<file path="config.mk">
export PLATFORM = sky130hd
export DESIGN_NAME = sr_cmd_arbiter
export DESIGN_NICKNAME = d
export VERILOG_FILES = /design/src/rtl/sr_pkg.sv /design/src/rtl/rr_pick.sv /design/src/rtl/sr_cmd_arbiter.sv
export SDC_FILE = /design/constraint.sdc
export NUM_CORES = 1
export LEC_CHECK = 0
export ABC_AREA = 0
export BUFFER_PORTS_ARGS = -buffer_cell sky130_fd_sc_hd__buf_2
export CORE_UTILIZATION = 49
export CTS_BUF_LIST = sky130_fd_sc_hd__clkbuf_8
export DETAILED_ROUTE_END_ITERATION = 10
export PLACE_DENSITY = 0.77
export SYNTH_ARGS = -nofsm -noshare
export SYNTH_HDL_FRONTEND = slang
export SYNTH_HIERARCHICAL = 1
export SYNTH_SLANG_ARGS = --single-unit
</file>
<file path="constraint.sdc">
create_clock -name clk -period 3.3 [get_ports clk]
set_clock_uncertainty 0.2 [all_clocks]
set_input_delay 0.99 -clock clk [delete_from_list [all_inputs] [get_ports clk]]
set_output_delay 0.99 -clock clk [all_outputs]
set_load 0.03 [all_outputs]
</file>
<file path="src/rtl/sr_pkg.sv">
// Shared definitions for the SR command arbiter: FSM states and {s,r} command encodings.
package sr_pkg;

  typedef enum logic {
    IDLE  = 1'b0,
    ISSUE = 1'b1
  } state_t;

  localparam logic [1:0] HOLD = 2'b00;
  localparam logic [1:0] CLR  = 2'b01;
  localparam logic [1:0] SET  = 2'b10;
  localparam logic [1:0] ILL  = 2'b11;

endpackage

</file>
<file path="src/rtl/rr_pick.sv">
// Combinational round-robin picker: one-hot winner is the first asserted req scanning from ptr+1 upward.
module rr_pick #(
  parameter int NREQ = 4,
  parameter int PW   = 2
) (
  input  logic [NREQ-1:0] req,
  input  logic [PW-1:0]   ptr,
  output logic [NREQ-1:0] win
);

  logic [PW-1:0] idx;

  // Scan farthest-first so the nearest requester after ptr overwrites the rest.
  always_comb begin
    win = '0;
    idx = '0;
    for (int k = NREQ; k >= 1; k--) begin
      idx = PW'((int'(ptr) + k) % NREQ);
      if (req[idx]) begin
        win      = '0;
        win[idx] = 1'b1;
      end
    end
  end

endmodule

</file>
<file path="src/rtl/sr_cmd_arbiter.sv">
// Round-robin arbiter issuing one SR command per two cycles onto a flat flag bank.
// Define SR_CMD_ARBITER_TOGGLE_EN to make S=R=1 toggle the flag instead of setting sticky err.
module sr_cmd_arbiter
  import sr_pkg::*;
#(
  parameter int NREQ  = 4,
  parameter int NFLAG = 8
) (
  input  logic                          clk,
  input  logic                          rst,
  input  logic [NREQ-1:0]               req,
  input  logic [NREQ-1:0]               s,
  input  logic [NREQ-1:0]               r,
  input  logic [NREQ*$clog2(NFLAG)-1:0] addr,
  output logic [NREQ-1:0]               gnt,
  output logic [NFLAG-1:0]              q,
  output logic [NFLAG-1:0]              qb,
  output logic                          err
);

  localparam int AW = $clog2(NFLAG);
  localparam int PW = $clog2(NREQ);

  state_t           state_q, state_d;
  logic [PW-1:0]    ptr_q, ptr_d;
  logic [NREQ-1:0]  win_q, win_d;
  logic [NREQ-1:0]  pick;
  logic [NFLAG-1:0] q_q, q_d;
  logic             err_q, err_d;
  logic [PW-1:0]    win_idx;
  logic [AW-1:0]    cmd_addr;
  logic [1:0]       cmd;

  rr_pick #(
    .NREQ(NREQ),
    .PW  (PW)
  ) u_rr_pick (
    .req(req),
    .ptr(ptr_q),
    .win(pick)
  );

  always_comb begin
    win_idx = '0;
    for (int i = 0; i < NREQ; i++) begin
      if (win_q[i]) win_idx = PW'(i);
    end
  end

  // Command fields are taken live from the winner during ISSUE, not latched at arbitration.
  assign cmd      = {s[win_idx], r[win_idx]};
  assign cmd_addr = addr[win_idx*AW +: AW];

  always_comb begin
    state_d = state_q;
    ptr_d   = ptr_q;
    win_d   = win_q;
    q_d     = q_q;
    err_d   = err_q;
    gnt     = '0;
    case (state_q)
      IDLE: begin
        if (|req) begin
          state_d = ISSUE;
          win_d   = pick;
        end
      end
      ISSUE: begin
        gnt     = win_q;
        state_d = IDLE;
        ptr_d   = win_idx;
        case (cmd)
          HOLD: ;
          SET:  q_d[cmd_addr] = 1'b1;
          CLR:  q_d[cmd_addr] = 1'b0;
          ILL: begin
`ifdef SR_CMD_ARBITER_TOGGLE_EN
            q_d[cmd_addr] = ~q_q[cmd_addr];
`else
            err_d = 1'b1;
`endif
          end
        endcase
      end
    endcase
  end

  always_ff @(posedge clk) begin
    if (rst) begin
      state_q <= IDLE;
      ptr_q   <= PW'(NREQ - 1);
      win_q   <= '0;
      q_q     <= '0;
      err_q   <= 1'b0;
    end else begin
      state_q <= state_d;
      ptr_q   <= ptr_d;
      win_q   <= win_d;
      q_q     <= q_d;
      err_q   <= err_d;
    end
  end

  assign q   = q_q;
  assign qb  = ~q_q;
  assign err = err_q;

endmodule

</file>
After elaboration in Yosys (flattened, before gate mapping)
Index checks and enable logic that the tools add are counted.
{"block": "totals", "register_bits": 16, "input_bits": 26, "output_inout_bits": 21, "elab_cells": 73}
{"block": "op_classes", "n_addsub": 4, "n_mul": 1, "magnitude_cmp": 11, "eq_ne": 3, "shifts": 1, "muxes": 33, "n_bitwise": 5, "n_reduce_logical": 10}
{"operator": "$mux 4", "count": 5}
{"operator": "$not 8->8", "count": 2}
{"operator": "$pmux 8 s2", "count": 1}
{"operator": "$lt 2x3->1 const B", "count": 5}
{"operator": "$mux 1", "count": 13}
{"operator": "$bmux 1 s2", "count": 6}
{"operator": "$shiftx 12x5->3", "count": 1}
{"operator": "$and 8x8->8", "count": 1}
{"operator": "$demux 1 s2", "count": 4}
{"operator": "$ge 2x1->1 const B", "count": 4}
{"operator": "$or 8x8->8", "count": 1}
{"operator": "$reduce_and 2->1", "count": 3}
{"operator": "$logic_and 1x1->1", "count": 5}
{"operator": "$add 2x1->2 const B", "count": 2}
{"operator": "$add 2x2->2 const B", "count": 2}
{"operator": "$eq 2x2->1 const B", "count": 2}
{"operator": "$lt 3x4->1 const B", "count": 1}
{"operator": "$mul 2x2->4 const B", "count": 1}
{"operator": "$mux 2", "count": 2}
{"operator": "$reduce_or 4->1", "count": 1}
{"operator": "$demux 1 s3", "count": 1}
{"operator": "$ge 3x1->1 const B", "count": 1}
{"operator": "$eq 2x1->1 const B", "count": 1}
{"operator": "$pmux 1 s2", "count": 1}
{"operator": "2 further kinds", "count": 2}

Depth between registers and ports, before layout
{"block": "logic_depth", "word_depth": 12, "mapped_depth": 9, "depth_no_buf": 8}

Cells and area by module
Netlist, hierarchy kept.
{"module": "sr_cmd_arbiter", "instances": 1, "cells_each": 112, "area_per_inst_um2": 928.4, "seq_area_each_um2": 320.3}
{"module": "rr_pick", "instances": 1, "cells_each": 44, "area_per_inst_um2": 377.9, "seq_area_each_um2": 0.0}

Worst setup path before layout
Ideal clock, no wire load.
{"block": "synth_timing", "path_type": "input -> register", "startpoint": "in s[0]", "endpoint": "reg with a tool-made name", "setup_ps": 72, "arrival_ps": 2345, "t_required_ps": 3028, "setup_slack_ps": 684, "stages": 7, "n_path_buf": 0, "cell_sequence": "and2b_2 -> a211oi_1 -> o31ai_1 -> ha_1 -> nand2_1 -> nor4_1 -> mux2i_1"}
{"item": "start, declared", "line": "sr_cmd_arbiter.sv:12", "text": "input logic [NREQ-1:0] s,"}

Worst setup path in the final report
{"block": "layout_timing", "startpoint": "reg ptr_q[1]", "endpoint": "reg win_q[0]"}
{"block": "layout_via", "elab_chain_len": 9, "word_cells_on_any_way": 36, "cone_classes": "add/sub: 4; order compare: 8; mux: 20; reduce/logical: 4"}
{"item": "start, declared", "line": "sr_cmd_arbiter.sv:25", "text": "logic [PW-1:0] ptr_q, ptr_d;"}
{"item": "start signal, assigned", "line": "sr_cmd_arbiter.sv:91", "text": "ptr_q <= PW'(NREQ - 1);"}
{"item": "start signal, assigned", "line": "sr_cmd_arbiter.sv:97", "text": "ptr_q <= ptr_d;"}
{"item": "$add 2x1->2", "line": "rr_pick.sv:18", "text": "idx = PW'((int'(ptr) + k) % NREQ);"}
{"item": "$lt 2x3->1 (not written as such) or $ge 2x1->1 (tied branches)", "line": "rr_pick.sv:21", "text": "win[idx] = 1'b1;"}
{"item": "$logic_and 1x1->1 (not written as such)", "line": "rr_pick.sv:21"}
{"item": "$mux 1 (not written as such)", "line": "rr_pick.sv:21"}
{"item": "$demux 1 s2"}
{"item": "$mux 4 (3 in a row)", "line": "rr_pick.sv:19", "text": "if (req[idx]) begin"}
{"item": "$mux 4 (*)", "line": "rr_pick.sv:19"}
{"item": "via pick[0]", "line": "sr_cmd_arbiter.sv:27", "text": "logic [NREQ-1:0] pick;"}
{"item": "end signal, assigned", "line": "sr_cmd_arbiter.sv:98", "text": "win_q <= win_d;"}
{"item": "end, declared", "line": "sr_cmd_arbiter.sv:26", "text": "logic [NREQ-1:0] win_q, win_d;"}
Mark *: on every way through the listed nets, which the timed path passes. The rest lies on a longest branch. The select of a mux whose other input is x is not followed.
A chain may end at the register's enable or synchronous reset.

==> results.yml <==
run_status:
  outcome: "finished clean"
global_routing:
  grt_pass1_vias: 1022
  wire_length_of_the_first_global_routing_pass_mm: 4.38
  globalRoute.totalOverflow: 0
  grt_max_degree: 18
  grtUsageTotal_pct: 20.5
  grt_antenna_before_repair: 0
power:
  power_leakage_nw: 0.729
  switching_share_pct: 37.8
  powerDensity_nw_per_um2: 457
  share_seq_of_total_power_pct: 33.2
  share_clk_of_total_power_pct: 23.5
  internal_power_mw: 0.453
  switchingPower_mw: 0.276
  peakVddDrop_mv: 0.295
  combinational_power_share_pct: 43.3
floorplanning:
  die-area_um2: 2880
  die-height_um: 53.6
  floorplan.initialDensity_pct: 52.3
  design.core.area_um2: 2500
  die_width_um: 53.6
  io-pin-count: 47
  floorplan.rows: 18
finish:
  final_common_cell: "sky130_fd_sc_hd__buf_2"
  final_design_area_no_fill_um2: 1590
  nets_final: 235
  fill_cells: 209
  antenna_cells_inserted: 0
  area_growth_syn_to_layout_pct: 22.0
  mostFrequentLayoutCells: "sky130_fd_sc_hd__buf_2 (46), sky130_fd_sc_hd__mux2i_1 (16), sky130_fd_sc_hd__dfxtp_1 (16)"
  layout-drive-gt1-share_pct: 32.0
  non_filler_instance_count_after_layout: 230
cts:
  cts_htree_levels: 1
  cts_post_setup_buffers_inserted: 0
  clkTransAtPathRegs_ps: 60
  tritoncts: "yes"
  skew_pair_late_insertion_delay_ps: 250
  cts_buffers: 3
  clk_root_buffer_cell: "sky130_fd_sc_hd__clkbuf_8"
  clk_path_buf_depth: 2
  clock_sink_count: 16
  cts_resized: 0
  holdBufCountCts: 0
logic_synthesis:
  netlist_area_um2: 1310
  synth-warning-count: 6
  yosysSeqAreaShare_pct: 24.5
  ys_seq_elements: 16
  yosys.cell_types.count: 34
  post_synth.cell_area_avg_um2: 8.37
  synth_cells: 156
  syn_nets: 190
timing:
  tightest_slew_ps: 769
  finalCriticalPeriod_ps: 2660
  drv_slew: 0
  setup_violations: 0
  layout_worst_path_cycle_share_pct: 80.7
  whs_ps: 265
  max_clock_freq_mhz: 376
  rsz0062_at_grt: "false"
  setup_tns_ps: 0
  maxSlewHeadroom_pct: 48.3
  hold_violation_total_from_the_final_report: 0
critical_path:
  timing.setup.critical_path_class: "reg2reg"
  timing.critical_path.arrival_ps: 2600
  timing.critical_path.slowest_stage_cell: "sky130_fd_sc_hd__mux4_2"
  cpLargestDelayFamily: "multiplexers"
  crit_required_ps: 3230
  crit_path_max_fanout: 9
  worstSetupStartpointType: "register"
  longest_individual_stage_delay_on_the_worst_path_ps: 590
  critical_path_buf_inv_count: 1
  cp_cell_sequence: "inv_1 -> ha_1 -> mux4_2 -> nand2b_1 -> o22ai_1 -> a31oi_1 -> mux2i_1 -> nor2_1"
  worstSetupEndpointType: "register"
job:
  maxCapViolations: 0
place:
  numPlacedInstances: 226
  numPortBuffers: 46
  finalWeightedCongestion: 0.872
  postPlaceCellArea_um2: 1540
  post-dp-hpwl_mm: 2.19
drt:
  wl_per_cell_um: 12.5
  route.final.wire_length_mm: 2.89
  ant_nets: 0
  dr.first_iter.drc_count: 21
  detail_route.vias_per_cell: 5.40
  drc: 0
  num_vias: 1242
  firstDrtPassIters: 4
hold_path:
  hold_class: "reg2reg"
==> power by group through the flow <==
stage	combinational [mW]	sequential (mW)	clock (mW)
finish	0.316	0.242	0.171
global route	0.348	0.246	0.179
CTS	0.316	0.242	0.174
detailed placement	0.311	0.246	0
global placement	0.302	0.245	0
floorplan	0.244	0.244	0
==> cells by family after synthesis <==
logic type,Yosys count,share of synthesized area [%]
DFF,16,24.5
and+or+nand+nor,61,25.8
adders and majority gates,8,7.66
AOI/OAI and AO/OA,29,14.5
buffers and inverters,21,7.28
muxes,21,20.3
==> synthesized netlist by cell type <==
| library cell | n | share of area, % |
|---|---|---|
| sky130_fd_sc_hd__dfxtp_1 | 16 | 25 |
| sky130_fd_sc_hd__mux2i_1 | 16 | 12 |
| sky130_fd_sc_hd__nand2_1 | 15 | 4.3 |
| sky130_fd_sc_hd__inv_1 | 13 | 3.7 |
| sky130_fd_sc_hd__nand2b_1 | 11 | 5.3 |
| sky130_fd_sc_hd__nor2_1 | 9 | 2.6 |
| sky130_fd_sc_hd__a21oi_1 | 8 | 3.1 |
| sky130_fd_sc_hd__ha_1 | 8 | 7.7 |
| sky130_fd_sc_hd__nor4_1 | 5 | 2.4 |
| sky130_fd_sc_hd__o22ai_1 | 5 | 2.4 |
| sky130_fd_sc_hd__a211oi_1 | 4 | 2.3 |
| sky130_fd_sc_hd__and2_1 | 4 | 1.9 |
| sky130_fd_sc_hd__mux4_2 | 4 | 6.9 |
| sky130_fd_sc_hd__nand4_1 | 4 | 1.9 |
| sky130_fd_sc_hd__o21ai_0 | 4 | 1.5 |
| sky130_fd_sc_hd__a31oi_1 | 3 | 1.4 |
| sky130_fd_sc_hd__clkbuf_1 | 3 | 0.86 |
| sky130_fd_sc_hd__nor2b_1 | 3 | 1.4 |
| sky130_fd_sc_hd__or2_2 | 3 | 1.4 |
| sky130_fd_sc_hd__a211o_1 | 2 | 1.3 |
| sky130_fd_sc_hd__buf_6 | 2 | 1.7 |
| sky130_fd_sc_hd__nor3b_1 | 2 | 1.1 |
| sky130_fd_sc_hd__a221o_2 | 1 | 0.86 |
| sky130_fd_sc_hd__and2_2 | 1 | 0.57 |
| sky130_fd_sc_hd__and2b_2 | 1 | 0.67 |
| sky130_fd_sc_hd__and3b_1 | 1 | 0.67 |
| sky130_fd_sc_hd__buf_1 | 1 | 0.29 |
| sky130_fd_sc_hd__buf_2 | 1 | 0.38 |
| sky130_fd_sc_hd__clkinv_1 | 1 | 0.29 |
| sky130_fd_sc_hd__mux2_4 | 1 | 1.1 |
| sky130_fd_sc_hd__nor2b_4 | 1 | 1.1 |
| sky130_fd_sc_hd__nor3_1 | 1 | 0.38 |
| sky130_fd_sc_hd__o31ai_1 | 1 | 0.57 |
| sky130_fd_sc_hd__o31ai_2 | 1 | 0.96 |
==> metal layers <==
metal | track usage (%) | vias to the layer above | share of wire (%)
li1 | - | 640 | -
met3 | 1.69 | 6 | 5.4
met1 | 25.8 | 546 | 46
met4 | 6.58 | 0 | 1.4
met5 | 0 | - | 0
met2 | 36.5 | 50 | 47
==> worst paths after layout <==
kind                               from               endpoint  slack, ps  depth (start not counted)
hold / removal         err$_SDFFE_PP0P_       err$_SDFFE_PP0P_        260                          2
setup reg to reg  ptr_q[1]$_SDFFE_PP1P_  win_q[0]$_SDFFE_PP0P_        640                          8
hold reg to reg        err$_SDFFE_PP0P_       err$_SDFFE_PP0P_        260                          2
setup / recovery  ptr_q[1]$_SDFFE_PP1P_  win_q[0]$_SDFFE_PP0P_        640                          8
==> tightest hold or removal path, stage by stage (launching register included) <==
cell                      delay [ps]
sky130_fd_sc_hd__dfxtp_1         330
sky130_fd_sc_hd__a21oi_1          40
sky130_fd_sc_hd__nor2_1           60
==> layout make-up <==
class / instances / area [µm²] / share of cell area, %
Clock buffer: 4 / 55.1 / 3.45
Multi-Input combinational cell: 119 / 891 / 55.9
Inverter: 14 / 52.6 / 3.30
Timing Repair Buffer: 47 / 238 / 14.9
Tap cell: 30 / 37.5 / 2.35
Sequential cell: 16 / 320 / 20.1
==> per-stage QoR <==
stage	setup WS [ps]	power, mW	utilization (%)
floorplan	684	0.488	-
global placement	466	0.547	61.6
detailed placement	399	0.557	61.6
CTS	645	0.731	63.8
global route	466	0.773	63.8
finish	637	0.729	63.8
Note: power is estimated with default switching activity, not from simulation.
